===== src/rtl/ws2812b_pkg.sv =====
// Shared WS2812B NZR timing constants and decoder state encoding.
// Used by the receive decoder here and by the transmit-side generator.
package ws2812b_pkg;

    typedef logic [1:0] state_t;
    localparam state_t SYNC = 2'd0;
    localparam state_t IDLE = 2'd1;
    localparam state_t HIGH = 2'd2;
    localparam state_t LOW  = 2'd3;

    localparam int GRB_BITS = 24;
    localparam int CNT_W    = 16;

    localparam int DEF_CLK_HZ      = 50_000_000;
    localparam int T_MIN_HIGH_NS   = 100;
    localparam int T_BIT_THRESH_NS = 600;
    localparam int T_MAX_HIGH_NS   = 2_000;
    localparam int T_RESET_NS      = 280_000;

    // 64-bit intermediate: clk_hz * 280 us overflows a 32-bit int.
    function automatic int ns_to_cyc(input int clk_hz, input int ns);
        return int'(longint'(clk_hz) * longint'(ns) / longint'(1_000_000_000));
    endfunction

    localparam int DEF_MIN_HIGH   = ns_to_cyc(DEF_CLK_HZ, T_MIN_HIGH_NS);
    localparam int DEF_BIT_THRESH = ns_to_cyc(DEF_CLK_HZ, T_BIT_THRESH_NS);
    localparam int DEF_MAX_HIGH   = ns_to_cyc(DEF_CLK_HZ, T_MAX_HIGH_NS);
    localparam int DEF_RESET_CYC  = ns_to_cyc(DEF_CLK_HZ, T_RESET_NS);

endpackage


===== src/rtl/nzr_pulse_meter.sv =====
// Synchronizes the NZR line and measures high/low run lengths.
// Latency: din to din_s 2 cycles; fall/gap strobes are combinational off the counters.
// Backpressure: none, the line cannot be stalled; strobes must be consumed as they occur.
module nzr_pulse_meter
    import ws2812b_pkg::*;
#(
    parameter int MAX_HIGH  = DEF_MAX_HIGH,
    parameter int RESET_CYC = DEF_RESET_CYC
) (
    input  logic             clk,
    input  logic             reset,
    input  logic             din,
    output logic             din_s,
    output logic             fall,
    output logic [CNT_W-1:0] hwidth,
    output logic             long_high,
    output logic             gap
);

    localparam logic [CNT_W-1:0] MAX_W = CNT_W'(MAX_HIGH);
    localparam logic [CNT_W-1:0] GAP_W = CNT_W'(RESET_CYC);
    localparam logic [CNT_W-1:0] SAT   = '1;

    logic             sync1;
    logic [CNT_W-1:0] hcnt;
    logic [CNT_W-1:0] lcnt;

    // Each counter holds the run length seen so far and is cleared by the
    // opposite level, so hcnt still holds the full width in the first low cycle.
    always_ff @(posedge clk or posedge reset) begin
        if (reset) begin
            sync1 <= 1'b0;
            din_s <= 1'b0;
            hcnt  <= '0;
            lcnt  <= '0;
        end else begin
            sync1 <= din;
            din_s <= sync1;
            if (din_s) begin
                hcnt <= (hcnt == SAT) ? hcnt : hcnt + 1'b1;
                lcnt <= '0;
            end else begin
                hcnt <= '0;
                lcnt <= (lcnt == SAT) ? lcnt : lcnt + 1'b1;
            end
        end
    end

    assign fall      = !din_s && (hcnt != '0);
    assign hwidth    = hcnt;
    assign long_high = (hcnt == MAX_W);
    assign gap       = (lcnt == GAP_W);

endmodule


===== src/rtl/ws2812b_rx.sv =====
// WS2812B NZR receiver: decodes 24-bit GRB words, detects frame gaps, forwards like a pixel.
// Latency: grb_valid one cycle after din_s falls on the 24th bit; dout lags din by 2 cycles.
// Backpressure: none; strobes are single-cycle and must be captured when they fire.
module ws2812b_rx
    import ws2812b_pkg::*;
#(
    parameter int CLK_HZ     = DEF_CLK_HZ,
    parameter int MIN_HIGH   = ns_to_cyc(CLK_HZ, T_MIN_HIGH_NS),
    parameter int BIT_THRESH = ns_to_cyc(CLK_HZ, T_BIT_THRESH_NS),
    parameter int MAX_HIGH   = ns_to_cyc(CLK_HZ, T_MAX_HIGH_NS),
    parameter int RESET_CYC  = ns_to_cyc(CLK_HZ, T_RESET_NS)
) (
    input  logic                clk,
    input  logic                reset,
    input  logic                din,
    output logic                dout,
    output logic [GRB_BITS-1:0] grb,
    output logic                grb_valid,
    output logic [7:0]          led_index,
    output logic [GRB_BITS-1:0] own_grb,
    output logic                frame_done,
    output logic [7:0]          led_count,
    output logic                err
);

    localparam logic [CNT_W-1:0] MIN_W    = CNT_W'(MIN_HIGH);
    localparam logic [CNT_W-1:0] BIT_W    = CNT_W'(BIT_THRESH);
    localparam logic [4:0]       LAST_BIT = 5'(GRB_BITS - 1);

    logic             din_s;
    logic             fall;
    logic             long_high;
    logic             gap;
    logic [CNT_W-1:0] hwidth;

    state_t              state;
    logic [GRB_BITS-2:0] sr;
    logic [4:0]          bitcnt;
    logic [7:0]          wcnt;
    logic                pass_en;
    logic                bit_val;

    nzr_pulse_meter #(
        .MAX_HIGH  (MAX_HIGH),
        .RESET_CYC (RESET_CYC)
    ) u_meter (
        .clk       (clk),
        .reset     (reset),
        .din       (din),
        .din_s     (din_s),
        .fall      (fall),
        .hwidth    (hwidth),
        .long_high (long_high),
        .gap       (gap)
    );

    assign bit_val = (hwidth >= BIT_W);
    assign dout    = din_s & pass_en;

    always_ff @(posedge clk or posedge reset) begin
        if (reset) begin
            state      <= SYNC;
            sr         <= '0;
            bitcnt     <= '0;
            wcnt       <= '0;
            pass_en    <= 1'b0;
            grb        <= '0;
            grb_valid  <= 1'b0;
            led_index  <= '0;
            own_grb    <= '0;
            frame_done <= 1'b0;
            led_count  <= '0;
            err        <= 1'b0;
        end else begin
            grb_valid  <= 1'b0;
            frame_done <= 1'b0;
            err        <= 1'b0;
            case (state)
                SYNC: if (gap) state <= IDLE;
                IDLE: if (din_s) state <= HIGH;
                HIGH: begin
                    // An overlong high aborts the frame; resync before trusting the line again.
                    if (long_high) begin
                        state   <= SYNC;
                        err     <= 1'b1;
                        bitcnt  <= '0;
                        wcnt    <= '0;
                        pass_en <= 1'b0;
                    end else if (fall) begin
                        state <= LOW;
                        if (hwidth < MIN_W) begin
                            err <= 1'b1;
                        end else begin
                            sr <= {sr[GRB_BITS-3:0], bit_val};
                            if (bitcnt == LAST_BIT) begin
                                grb       <= {sr, bit_val};
                                grb_valid <= 1'b1;
                                led_index <= wcnt;
                                bitcnt    <= '0;
                                wcnt      <= (wcnt == 8'hFF) ? wcnt : wcnt + 8'd1;
                                if (wcnt == 8'd0) begin
                                    own_grb <= {sr, bit_val};
                                    pass_en <= 1'b1;
                                end
                            end else begin
                                bitcnt <= bitcnt + 5'd1;
                            end
                        end
                    end
                end
                LOW: begin
                    if (gap) begin
                        state      <= IDLE;
                        frame_done <= 1'b1;
                        led_count  <= wcnt;
                        err        <= (bitcnt != '0);
                        bitcnt     <= '0;
                        wcnt       <= '0;
                        pass_en    <= 1'b0;
                    end else if (din_s) begin
                        state <= HIGH;
                    end
                end
                default: state <= SYNC;
            endcase
        end
    end

endmodule


===== config.mk =====
export PLATFORM = sky130hd
export DESIGN_NAME = ws2812b_rx
export DESIGN_NICKNAME = d
export VERILOG_FILES = /design/src/rtl/ws2812b_pkg.sv /design/src/rtl/nzr_pulse_meter.sv /design/src/rtl/ws2812b_rx.sv
export SDC_FILE = /design/constraint.sdc
export NUM_CORES = 1
export LEC_CHECK = 0
export ABC_CLOCK_PERIOD_IN_PS = 4300
export BUFFER_PORTS_ARGS = -buffer_cell sky130_fd_sc_hd__buf_2
export CAP_MARGIN = 30
export CORE_ASPECT_RATIO = 1.5
export CORE_UTILIZATION = 50
export DETAILED_ROUTE_END_ITERATION = 10
export PLACE_DENSITY = 0.73
export SYNTH_ARGS = -nofsm -noshare
export SYNTH_HDL_FRONTEND = slang
export SYNTH_SLANG_ARGS = --single-unit

===== constraint.sdc =====
create_clock -name clk -period 4.3 [get_ports clk]
set_input_delay 0.43 -clock clk [delete_from_list [all_inputs] [get_ports clk]]
set_output_delay 0.43 -clock clk [all_outputs]
set_load 0.01 [all_outputs]

==> results of run 1 <==
==> cell usage after synthesis, types with 2 or more instances <==
master       n  area share, %
and4_1       4           0.56
o21bai_1     2           0.24
o21a_1       2           0.24
nand3_1     22            1.8
nor4b_1      2           0.28
nand2_1     28            1.7
buf_6        6            1.1
o2111ai_1    2           0.28
a21oi_2      2           0.28
mux2_1       4           0.72
a21oi_1     15            1.2
xor2_1      16            2.2
xnor2_1      7           0.98
nor4_4       3            1.0
or4_1        2           0.24
or3_1        3           0.30
a31oi_1      6           0.60
nor3b_1      4           0.48
mux2i_1      2           0.32
and2_1       2           0.20
inv_1       15           0.90
nand4_4      2           0.68
nand4_1      9           0.90
nor2_1      44            2.6
clkbuf_1     5           0.30
buf_2        4           0.32
nor3_1      10           0.80
mux2_2      81             15
and3_1       4           0.40
nor2_2       2           0.20
o31ai_1      3           0.36
ha_1        10            2.0
o21ai_0     16            1.3
dfrtp_1    140             56
==> worst paths after layout <==
path	start	end	slack [ps]	cells after the start
setup / recovery	u_meter.hwidth[0]$_DFFE_PP0P_	own_grb[9]$_DFFE_PP0P_	1560	9
hold / removal	din	u_meter.sync1$_DFF_PP0_	160	1
setup reg to reg	u_meter.hwidth[0]$_DFFE_PP0P_	own_grb[9]$_DFFE_PP0P_	1560	9
hold reg to reg	u_meter.sync1$_DFF_PP0_	u_meter.din_s$_DFF_PP0_	350	0
max in group asynchronous	reset	u_meter.din_s$_DFF_PP0_	2750	5
min in group asynchronous	reset	grb[5]$_DFFE_PP0P_	460	3
==> power by group <==
part	switching (mW)	internal, mW
Sequential	0.00700	1.32
Combinational	0.0455	0.0165
Clock	0.599	0.876
Total	0.651	2.21
==> kinds of logic (layout without fill, tap and decap cells) <==
group	after synthesis	after routing	synth area share (%)
adders and majority gates	10	10	2.00
buffers and inverters	31	124	2.66
muxes	87	87	15.6
DFF	140	140	56.1
AOI/OAI and AO/OA	59	59	6.17
and+or+nand+nor	151	151	14.2
xor gates and xnor gates	23	23	3.23
==> metal layers <==
metal	vias up	share of wire, %	GRT usage, %
li1	1951	-	-
met4	0	1.7	7.21
met2	91	54	35.9
met5	-	0	0
met1	2070	42	23.7
met3	17	3.0	5.21
==> timing repair <==
action | in CTS | in global routing
hold endpoints to repair | 0 | 8
resized for setup | 0 | 0
hold buffers | 0 | 1
==> state kept, by name, indices dropped and copies added, names as in the netlist <==
signal / cells
own_grb: 24
sr: 23
led_count: 8
state: 2
u_meter.sync1: 1
pass_en: 1
bitcnt: 5
grb: 24
wcnt: 8
u_meter.din_s: 1
err: 1
u_meter.lcnt: 16
frame_done: 1
led_index: 8
u_meter.hwidth: 16
grb_valid: 1
==> final cells by class <==
cell class	instances	area, um^2
Clock buffer	17	425
Clock inverter	15	173
Fill cell	930	4730
Inverter	16	65.1
Multi-Input combinational cell	330	2580
Sequential cell	140	3500
Tap cell	153	191
Timing Repair Buffer	76	418
==> layout by cell type (no fill, tap or decap), drive strengths merged, types with 6 or more instances in the layout <==
master and instances:
xor2 16, clkbuf 17, dfrtp 140, mux2 85, ha 10, nand3 22
a31oi 6, inv 25, a21oi 17, buf 75, nand2 30, nor3 11
nor2 46, xnor2 7, nand4 11, o21ai 17
==> critical path, cell delays in order (launching register included) <==
cell	delay, ps
dfrtp_1	410
inv_1	130
ha_1	180
nor3b_1	340
nand4_4	200
nand2_4	170
nor2_2	40
buf_4	240
nand2_2	480
mux2_2	400
==> out/qor.yml, run 1 <==
outcome:
  status: "finished clean"
pwr:
  p_leak_nw: 3.70
  power_mw: 2.87
  cellPowerDensity_nw_per_um2: 390
  peakVddDrop_v: 0.000268
grt:
  grt_usage_pct: 20.4
  grt_antenna_before_repair: 0
  grt.overflow.total: 0
  grt_pass1_wl_mm: 20.8
  grt_max_degree: 115
  grt_pass1_vias: 4288
synthesis:
  ys_seq_elements: 140
  ys_async_sr_fraction_pct: 100
  synth_edf_count: 0
  synth_cells: 501
  syn_area_um2: 6250
  ys_seq_area_share_pct: 56.1
  yosys_warnings: 0
  synth_fp_nets: 514
  syn_area_per_cell_um2: 12.5
  synth_cell_types: 56
  synth_ff_type: "dfrtp_1"
routing:
  drt_iter0_markers: 166
  num_vias: 4129
  postRouteWirelength_mm: 12.2
  route.detailed.wl_per_inst_um: 16.3
  drtPass1Iterations: 6
  drc: 0
  vias_per_cell: 5.53
  postRouteAntennaNets: 0
final_layout:
  fin_cells: 747
  fin_area_um2: 7350
  n_antenna_cell: 0
  nets: 594
  finish.utilization_pct: 60.9
  drive_gt1_share_pct: 35.2
  area_growth_pct: 17.7
timing:
  hold_viol_final: 0
  holdWs_ps: 157
  tightest_slew_ps: 849
  timing.final.crit_share_pct: 63.6
  relSlewSlack_pct: 43.0
  grt_setup_unrepaired: "false"
  fmax_mhz: 366
  clock_skew_ps: 9.79
  slew_violations: 0
  setup_ws_ps: 1560
  tns_ps: 0
  min_period_ps: 2740
  finalSetupViolCount: 0
job:
  drv_cap: 0
setup_path:
  crit_arrival_ps: 3030
  worst-setup-path-type: "reg2reg"
  start_kind: "flip-flop"
  worstPathMaxFanout: 31
  cp.required_ps: 4590
  worst_setup_path_end_kind: "flip-flop"
cts:
  cts.root.buffer_cell: "clkbuf_16"
  cts_made_buffers: 17
  cts_sinks: 140
  clk_pin_slew_worst_paths_ps: 60
  post_cts_buffers: 0
  h-tree-depth: 4
  cts_tree: "done"
  clockBufferDepth: 2
  insertion_delay_ps: 410
floorplanning:
  die_w_um: 93.3
  start_util_pct: 51.7
  coreArea_um2: 12100
  num_io_pins: 71
  placementRows: 49
  die_y_um: 139
  die_area_um2: 13000
placement:
  dpl.cell_count: 713
  dp_hpwl_mm: 8.15
  place_congestion: 0.891
  io_buffers: 70
  preCtsSetupSlack_ps: 1540
  placed_area_um2: 6720
worst_hold_path:
  hold_class: "in2reg"
No activity file was read; power rests on OpenSTA's default activity.
==> inputs of run 2 (changes only) <==
- ABC_AREA: unset -> 1
- ABC_CLOCK_PERIOD_IN_PS: 4300 -> 2700
- PLACE_DENSITY: 0.73 -> 0.7
- clock period: 4.3 -> 2.7 ns (I/O delays scaled with it)
==> run 2 against run 1 <==
  * Clock skew decreased by 2.0 ps
  * Area after synthesis increased by 5.7%
  * Combinational power increased by 68%
  * Final area increased by 4.4%
  * Global-route usage increased by 2.3 points
  * Critical path depth increased by 2
  * Critical endpoint is now grb[20]$_DFFE_PP0P_
  * Largest cell class unchanged
==> out/qor.yml, run 2 <==
cts:
  cts_made_buffers: 17  # unchanged
  cts_tree: "done"  # unchanged
  h-tree-depth: 4  # unchanged
  cts_sinks: 140  # unchanged
  post_cts_buffers: 0  # unchanged
  cts.root.buffer_cell: "clkbuf_16"  # unchanged
  clockBufferDepth: 2  # unchanged
  cts_hold_buf: 2  # was 0
  clk_pin_slew_worst_paths_ps: 60  # about the same
  insertion_delay_ps: 420  # was 410 ps
  cts_resized: 0  # unchanged
routing:
  postRouteAntennaNets: 0  # unchanged
  drt_iter0_markers: 295  # was 166
  route.detailed.wl_per_inst_um: 13.8  # was 16.3 um
  postRouteWirelength_mm: 14.3  # was 12.2 mm
  drtPass1Iterations: 5  # was 6
  num_vias: 5503  # was 4,129
  drc: 0  # unchanged
  vias_per_cell: 5.33  # was 5.53
grt:
  grt_max_degree: 49  # was 115
  grt.overflow.total: 0  # unchanged
  grt_antenna_before_repair: 0  # unchanged
  grt_pass1_wl_mm: 24.3  # was 20.8 mm
  grt_usage_pct: 22.7  # was 20.4%
  grt_pass1_vias: 5262  # was 4,288
setup_path:
  worstPathMaxFanout: 35  # was 31
  worst-setup-path-type: "reg2reg"  # unchanged
  crit_arrival_ps: 2520  # was 3030 ps
  r2r_setup_slack_ps: 510  # was 1560 ps
  worst_setup_path_end_kind: "flip-flop"  # unchanged
  r2r_cells: 11  # was 9
  start_kind: "flip-flop"  # unchanged
  cp.required_ps: 3040  # was 4590 ps
job:
  drv_cap: 0  # unchanged
pwr:
  cellPowerDensity_nw_per_um2: 591  # was 390 nW/um^2
  p_leak_nw: 3.96  # was 3.70 nW
  peakVddDrop_v: 0.000393  # was 0.000268 V
floorplanning:
  coreArea_um2: 13000  # was 12,100 um^2
  die_area_um2: 13700  # was 13,000 um^2
  start_util_pct: 51.0  # was 51.7%
  placementRows: 51  # was 49
  num_io_pins: 71  # unchanged
  die_y_um: 143  # was 139 um
  die_w_um: 95.8  # was 93.3 um
placement:
  io_buffers: 70  # unchanged
  dp_hpwl_mm: 10.0  # was 8.15 mm
  place_congestion: 0.920  # was 0.891
  dpl.cell_count: 999  # was 713
final_layout:
  area_growth_pct: 16.3  # was 17.7%
  nets: 874  # was 594
  reg_top3: "grb (24), own_grb (24), sr (23)"  # unchanged
  final_common_cell: "nand2_1"  # was dfrtp_1
  final_cell_mix: "214 x nand2_1, 140 x dfrtp_1, 81 x nand3_1, 78 x inv_1, 70 x buf_2"  # was 140 x dfrtp_1, 81 x mux2_2, 70 x buf_2, 44 x nor2_1, 28 x nand2_1
  n_antenna_cell: 0  # unchanged
  drive_gt1_share_pct: 16.0  # was 35.2%
  fin_cells: 1033  # was 747
  n_fill_cell: 1143  # was 930
synthesis:
  synth_most_common_cell: "nand2_1"  # was dfrtp_1
  ys_seq_area_share_pct: 53.1  # was 56.1%
  netlist.area_leader.share_pct: 53.1  # was 56.1%
  ys_seq_elements: 140  # unchanged
  ys_top_cells_by_area: "dfrtp_1 53%, nand2_1 12%, nand3_1 6.1%"  # was dfrtp_1 56%, mux2_2 15%, nor2_1 2.6%
  ys_top_cells_by_count: "214 x nand2_1, 140 x dfrtp_1, 81 x nand3_1, 79 x inv_1, 66 x nor2_1"  # was 140 x dfrtp_1, 81 x mux2_2, 44 x nor2_1, 28 x nand2_1, 22 x nand3_1
  syn_area_um2: 6600  # was 6250 um^2
  synth_edf_count: 0  # unchanged
  synth_cell_types: 33  # was 56
  syn_area_per_cell_um2: 8.41  # was 12.5 um^2
  yosysTopAreaCell: "dfrtp_1"  # unchanged
  synth_cells: 785  # was 501
  synth_ff_type: "dfrtp_1"  # unchanged
  ys_async_sr_fraction_pct: 100  # unchanged
  yosys_warnings: 0  # unchanged
  synth_fp_nets: 798  # was 514
timing:
  fmax_mhz: 458  # was 366 MHz
  relSlewSlack_pct: 54.5  # was 43.0%
  tightest_slew_ps: 680  # was 849 ps
  tns_ps: 0  # unchanged
  holdWs_ps: 357  # was 157 ps
  slew_violations: 0  # unchanged
  finalSetupViolCount: 0  # unchanged
  min_period_ps: 2190  # was 2740 ps
  grt_setup_unrepaired: "false"  # unchanged
  clock_skew_ps: 7.79  # was 9.79 ps
  hold_viol_final: 0  # unchanged
  timing.final.crit_share_pct: 81.0  # was 63.6%
worst_hold_path:
  min_path_cells: 0  # was 1
  hold_class: "reg2reg"  # was in2reg
outcome:
  status: "finished clean"  # unchanged
==> run 2: cell count changes after synthesis, sizes merged, moves of 26 or more <==
cell	before	now
o21ai	17	83
mux2	85	0
nand3	22	81
nor2	46	72
inv	15	82
nand2	30	222
==> run 2: metrics by stage <==
stage | cell area [um^2] | worst slack [ps] | power, mW | utilization [%]
floorplan | 6610 | 681 | 2.23 | -
global placement | 7060 | 646 | 2.25 | 54.5
detailed placement | 7060 | 528 | 2.26 | 54.5
CTS | 7680 | 499 | 4.58 | 59.3
global route | 7680 | 287 | 4.69 | 59.3
finish | 7680 | 514 | 4.53 | 59.3
==> run 2: power breakdown <==
group,switching [mW],internal [mW],total (mW)
clock network,0.917,1.40,2.31
registers,0.00901,2.11,2.12
logic,0.0787,0.0249,0.104
==> run 2: metal layers <==
layer  GRT usage (%)  up-vias  part of all wire, %
met1            27.4     2658                   43
met4            10.4        0                  2.7
met2            38.9      117                   52
li1                -     2699                    -
met3            4.05       29                  2.9
met5               0        -                    0
==> run 2: logic make-up (layout without fill, tap and decap cells) <==
logic type | count (synthesis) | after routing | share of synthesized area (%)
compound gates | 102 | 102 | 8.43
fa+ha+maj | 10 | 10 | 1.90
xor+xnor | 13 | 13 | 1.72
flops | 140 | 140 | 53.1
simple gates | 411 | 411 | 27.3
buf+inv | 109 | 198 | 7.60
==> run 2: final timing paths <==
| check | endpoint | from |
|---|---|---|
| max | grb[20]$_DFFE_PP0P_ | u_meter.hwidth[0]$_DFFE_PP0P_ |
| min | u_meter.din_s$_DFF_PP0_ | u_meter.sync1$_DFF_PP0_ |
| max reg2reg | grb[20]$_DFFE_PP0P_ | u_meter.hwidth[0]$_DFFE_PP0P_ |
| min reg2reg | u_meter.din_s$_DFF_PP0_ | u_meter.sync1$_DFF_PP0_ |
| max in group asynchronous | own_grb[2]$_DFFE_PP0P_ | reset |
| min in group asynchronous | grb[20]$_DFFE_PP0P_ | reset |
==> run 2: cell type report <==
class                   count  area (um^2)  share of cell area, %
repair buffers             83          465                   6.06
flip-flops and latches    140         3500                   45.6
multi-input cells         536         2600                   33.8
well taps                 159          199                   2.59
clock buffers              18          439                   5.72
inverters                  83          315                   4.11
clock inverters            14          158                   2.05
==> run 2: worst max-delay path, cell delays in order (launching register included) <==
cell and delay (ps):
dfrtp_1 410, inv_1 160, ha_1 190, nand3b_1 90
nor2_2 160, nand2_2 180, nand2_2 180, nor2_4 60
nand2_4 290, buf_12 230, nand2_1 70, o21ai_1 80
==> inputs of run 3 (changes only) <==
- ABC_CLOCK_PERIOD_IN_PS: 2700 -> 1900
- PLACE_DENSITY: 0.7 -> 0.72
- clock period: 2.7 -> 1.9 ns (I/O delays scaled with it)
==> run 3 against run 2 <==
  * Die area stayed put
  * Via count is 3.1% higher
  * Hold slack worse by 97 ps
  * Clock power is 51% higher
  * Largest cell class unchanged
  * Combinational power is 58% higher
  * Clock-buffer cell count is 1 higher
  * Critical endpoint is now grb[3]$_DFFE_PP0P_
  * Routed wire length is 7.1% higher
  * Sequential share of layout area is 3.1 points lower
  * Sequential power is 42% higher
  * Non-clock buffer count is 34 higher
==> out/qor.yml, run 3 (same netlist as run 2, synthesis figures left out) <==
final_layout:
  drive_gt1_share_pct: 20.3  # was 16.0%
  n_fill_cell: 1085  # was 1,143
  n_antenna_cell: 0  # unchanged
  final_common_cell: "nand2_1"  # unchanged
  final_cell_mix: "213 x nand2_1, 140 x dfrtp_1, 78 x nand3_1, 74 x inv_1, 70 x buf_2"  # was 214 x nand2_1, 140 x dfrtp_1, 81 x nand3_1, 78 x inv_1, 70 x buf_2
  nets: 910  # was 874
  reg_top3: "grb (24), own_grb (24), sr (23)"  # unchanged
  area_growth_pct: 24.7  # was 16.3%
  fin_area_um2: 8230  # was 7680 um^2
job:
  drv_cap: 0  # unchanged
timing:
  hold_viol_final: 0  # unchanged
  timing.final.crit_share_pct: 96.3  # was 81.0%
  fmax_mhz: 546  # was 458 MHz
  grt_setup_unrepaired: "true"  # was false
  tightest_slew_ps: 416  # was 680 ps
  min_period_ps: 1830  # was 2190 ps
  slew_violations: 0  # unchanged
  clock_skew_ps: 7.28  # was 7.79 ps
  relSlewSlack_pct: 72.0  # was 54.5%
  finalSetupViolCount: 0  # unchanged
  tns_ps: 0  # unchanged
  holdWs_ps: 261  # was 357 ps
pwr:
  swShare_pct: 21.8  # was 22.2%
  power.share.clock_pct: 52.4  # was 51.0%
  power_switching_mw: 1.46  # was 1.00 mW
  peakVddDrop_v: 0.000557  # was 0.000393 V
  cellPowerDensity_nw_per_um2: 810  # was 591 nW/um^2
  comb_power_share_pct: 2.5  # was 2.3%
  internal-power_mw: 5.21  # was 3.53 mW
  power_mw: 6.66  # was 4.53 mW
  pwr-share-seq_pct: 45.1  # was 46.7%
  p_leak_nw: 4.21  # was 3.96 nW
outcome:
  status: "finished clean"  # unchanged
routing:
  route.detailed.wl_per_inst_um: 14.3  # was 13.8 um
  postRouteWirelength_mm: 15.3  # was 14.3 mm
  drc: 0  # unchanged
  num_vias: 5674  # was 5,503
  drtPass1Iterations: 5  # unchanged
  postRouteAntennaNets: 0  # unchanged
  vias_per_cell: 5.31  # was 5.33
  drt_iter0_markers: 330  # was 295
cts:
  cts.root.buffer_cell: "clkbuf_16"  # unchanged
  cts_tree: "done"  # unchanged
  h-tree-depth: 4  # unchanged
  cts_made_buffers: 17  # unchanged
  cts_sinks: 140  # unchanged
  clockBufferDepth: 2  # unchanged
  clk_pin_slew_worst_paths_ps: 60  # about the same
  insertion_delay_ps: 410  # was 420 ps
setup_path:
  cp.required_ps: 2240  # was 3040 ps
  r2r_setup_slack_ps: 70  # was 510 ps
  worst_setup_path_end_kind: "flip-flop"  # unchanged
  start_kind: "flip-flop"  # unchanged
  max_stage_delay_ps: 420  # was 410 ps
  worstPathMaxFanout: 7  # was 35
  slowest_stage: "dfrtp_1"  # unchanged
  r2r_cells: 12  # was 11
  crit_chain: "inv_2 -> ha_1 -> nand3b_1 -> nor2_4 -> nand2_4 -> nand2_4 -> nor2_4 -> buf_12 -> nand2_8 -> clkbuf_16 -> nand2_1 -> o21ai_1"  # was inv_1 -> ha_1 -> nand3b_1 -> nor2_2 -> nand2_2 -> nand2_2 -> nor2_4 -> nand2_4 -> buf_12 -> nand2_1 -> o21ai_1
  crit_arrival_ps: 2170  # was 2520 ps
  worst-setup-path-type: "reg2reg"  # unchanged
grt:
  grt_pass1_vias: 5303  # was 5,262
  grt_pass1_wl_mm: 24.0  # was 24.3 mm
  grt_usage_pct: 22.2  # was 22.7%
  grt.overflow.total: 0  # unchanged
  grt_max_degree: 69  # was 49
  grt_antenna_before_repair: 0  # unchanged
placement:
  place_congestion: 0.875  # was 0.920
  io_buffers: 70  # unchanged
  dp_hpwl_mm: 9.84  # was 10.0 mm
  placed_area_um2: 7230  # was 7060 um^2
floorplanning:
  num_io_pins: 71  # unchanged
  start_util_pct: 51.0  # unchanged
  die_area_um2: 13700  # unchanged
  die_w_um: 95.8  # unchanged
  placementRows: 51  # unchanged
  die_y_um: 143  # unchanged
  coreArea_um2: 13000  # unchanged
worst_hold_path:
  hold_class: "in2async"  # was reg2reg
## run 3: cell types whose count changed in the layout (fill, tap and decap cells not counted), moves of 3 or more
cell       before  now
buf_12          1    8
clkbuf_16      17   21
buf_4          10   27
inv_2           3    6
buf_6           0    6
inv_1          78   74
nand3_1        81   78
## run 3: through the flow
stage	utilization (%)	std cells	setup slack, ps
after floorplan	-	785	-39.1
after global placement	55.8	1014	14.7
after detailed placement	55.8	1014	-76.0
after CTS	61.1	1049	16.5
after global routing	63.5	1069	-44.1
final	63.5	1069	69.7
## run 3: cell type report
type	instances	area, um^2	area share [%]
Tap cell	159	199	2.42
Multi-Input combinational cell	538	2680	32.5
Clock inverter	13	176	2.14
Clock buffer	19	453	5.50
Timing Repair Buffer	117	901	10.9
Inverter	83	319	3.88
Sequential cell	140	3500	42.6
## run 3: layer usage
layer | wire length (um) | global-route usage, % | part of all wire, % | vias to the layer above
met5 | 0 | 0 | 0 | -
met4 | 188 | 7.15 | 1.2 | 0
met3 | 537 | 3.73 | 3.5 | 12
met2 | 8220 | 39.4 | 54 | 144
met1 | 6360 | 27.1 | 42 | 2733
li1 | - | - | - | 2785
## run 3: worst max-delay path: cells and delay by family, from the launching register on
family                     cells  cell delay (ps)
AOI/OAI and AO/OA              1               80
adders and majority gates      1              160
buffers and inverters          3              380
DFF                            1              420
and+or+nand+nor                7              700
## run 3: power groups by stage
stage	clock network [mW]	logic, mW	registers (mW)
after global placement	0	0.152	3.06
after floorplan	0	0.107	3.06
final	3.49	0.164	3.01
after CTS	3.53	0.158	3.01
after global routing	3.67	0.190	3.01
after detailed placement	0	0.154	3.06
## run 3: worst paths after layout
path,start,to
max,u_meter.hwidth[1]$_DFFE_PP0P_,grb[3]$_DFFE_PP0P_
min in group clk,u_meter.sync1$_DFF_PP0_,u_meter.din_s$_DFF_PP0_
max in group asynchronous,reset,u_meter.hwidth[10]$_DFFE_PP0P_
min reg2reg,u_meter.sync1$_DFF_PP0_,u_meter.din_s$_DFF_PP0_
max reg2reg,u_meter.hwidth[1]$_DFFE_PP0P_,grb[3]$_DFFE_PP0P_
min,reset,own_grb[21]$_DFFE_PP0P_
## run 3: repair_timing
| action | CTS | global route |
|---|---|---|
| pin swaps | 2 | 3 |
| gates cloned | 0 | 8 |
| endpoints found under the hold margin | 8 | 0 |
| buffers inserted | 1 | 12 |
| setup endpoints to repair | 41 | 94 |
| resized for setup | 3 | 16 |
| hold buffers | 2 | 0 |
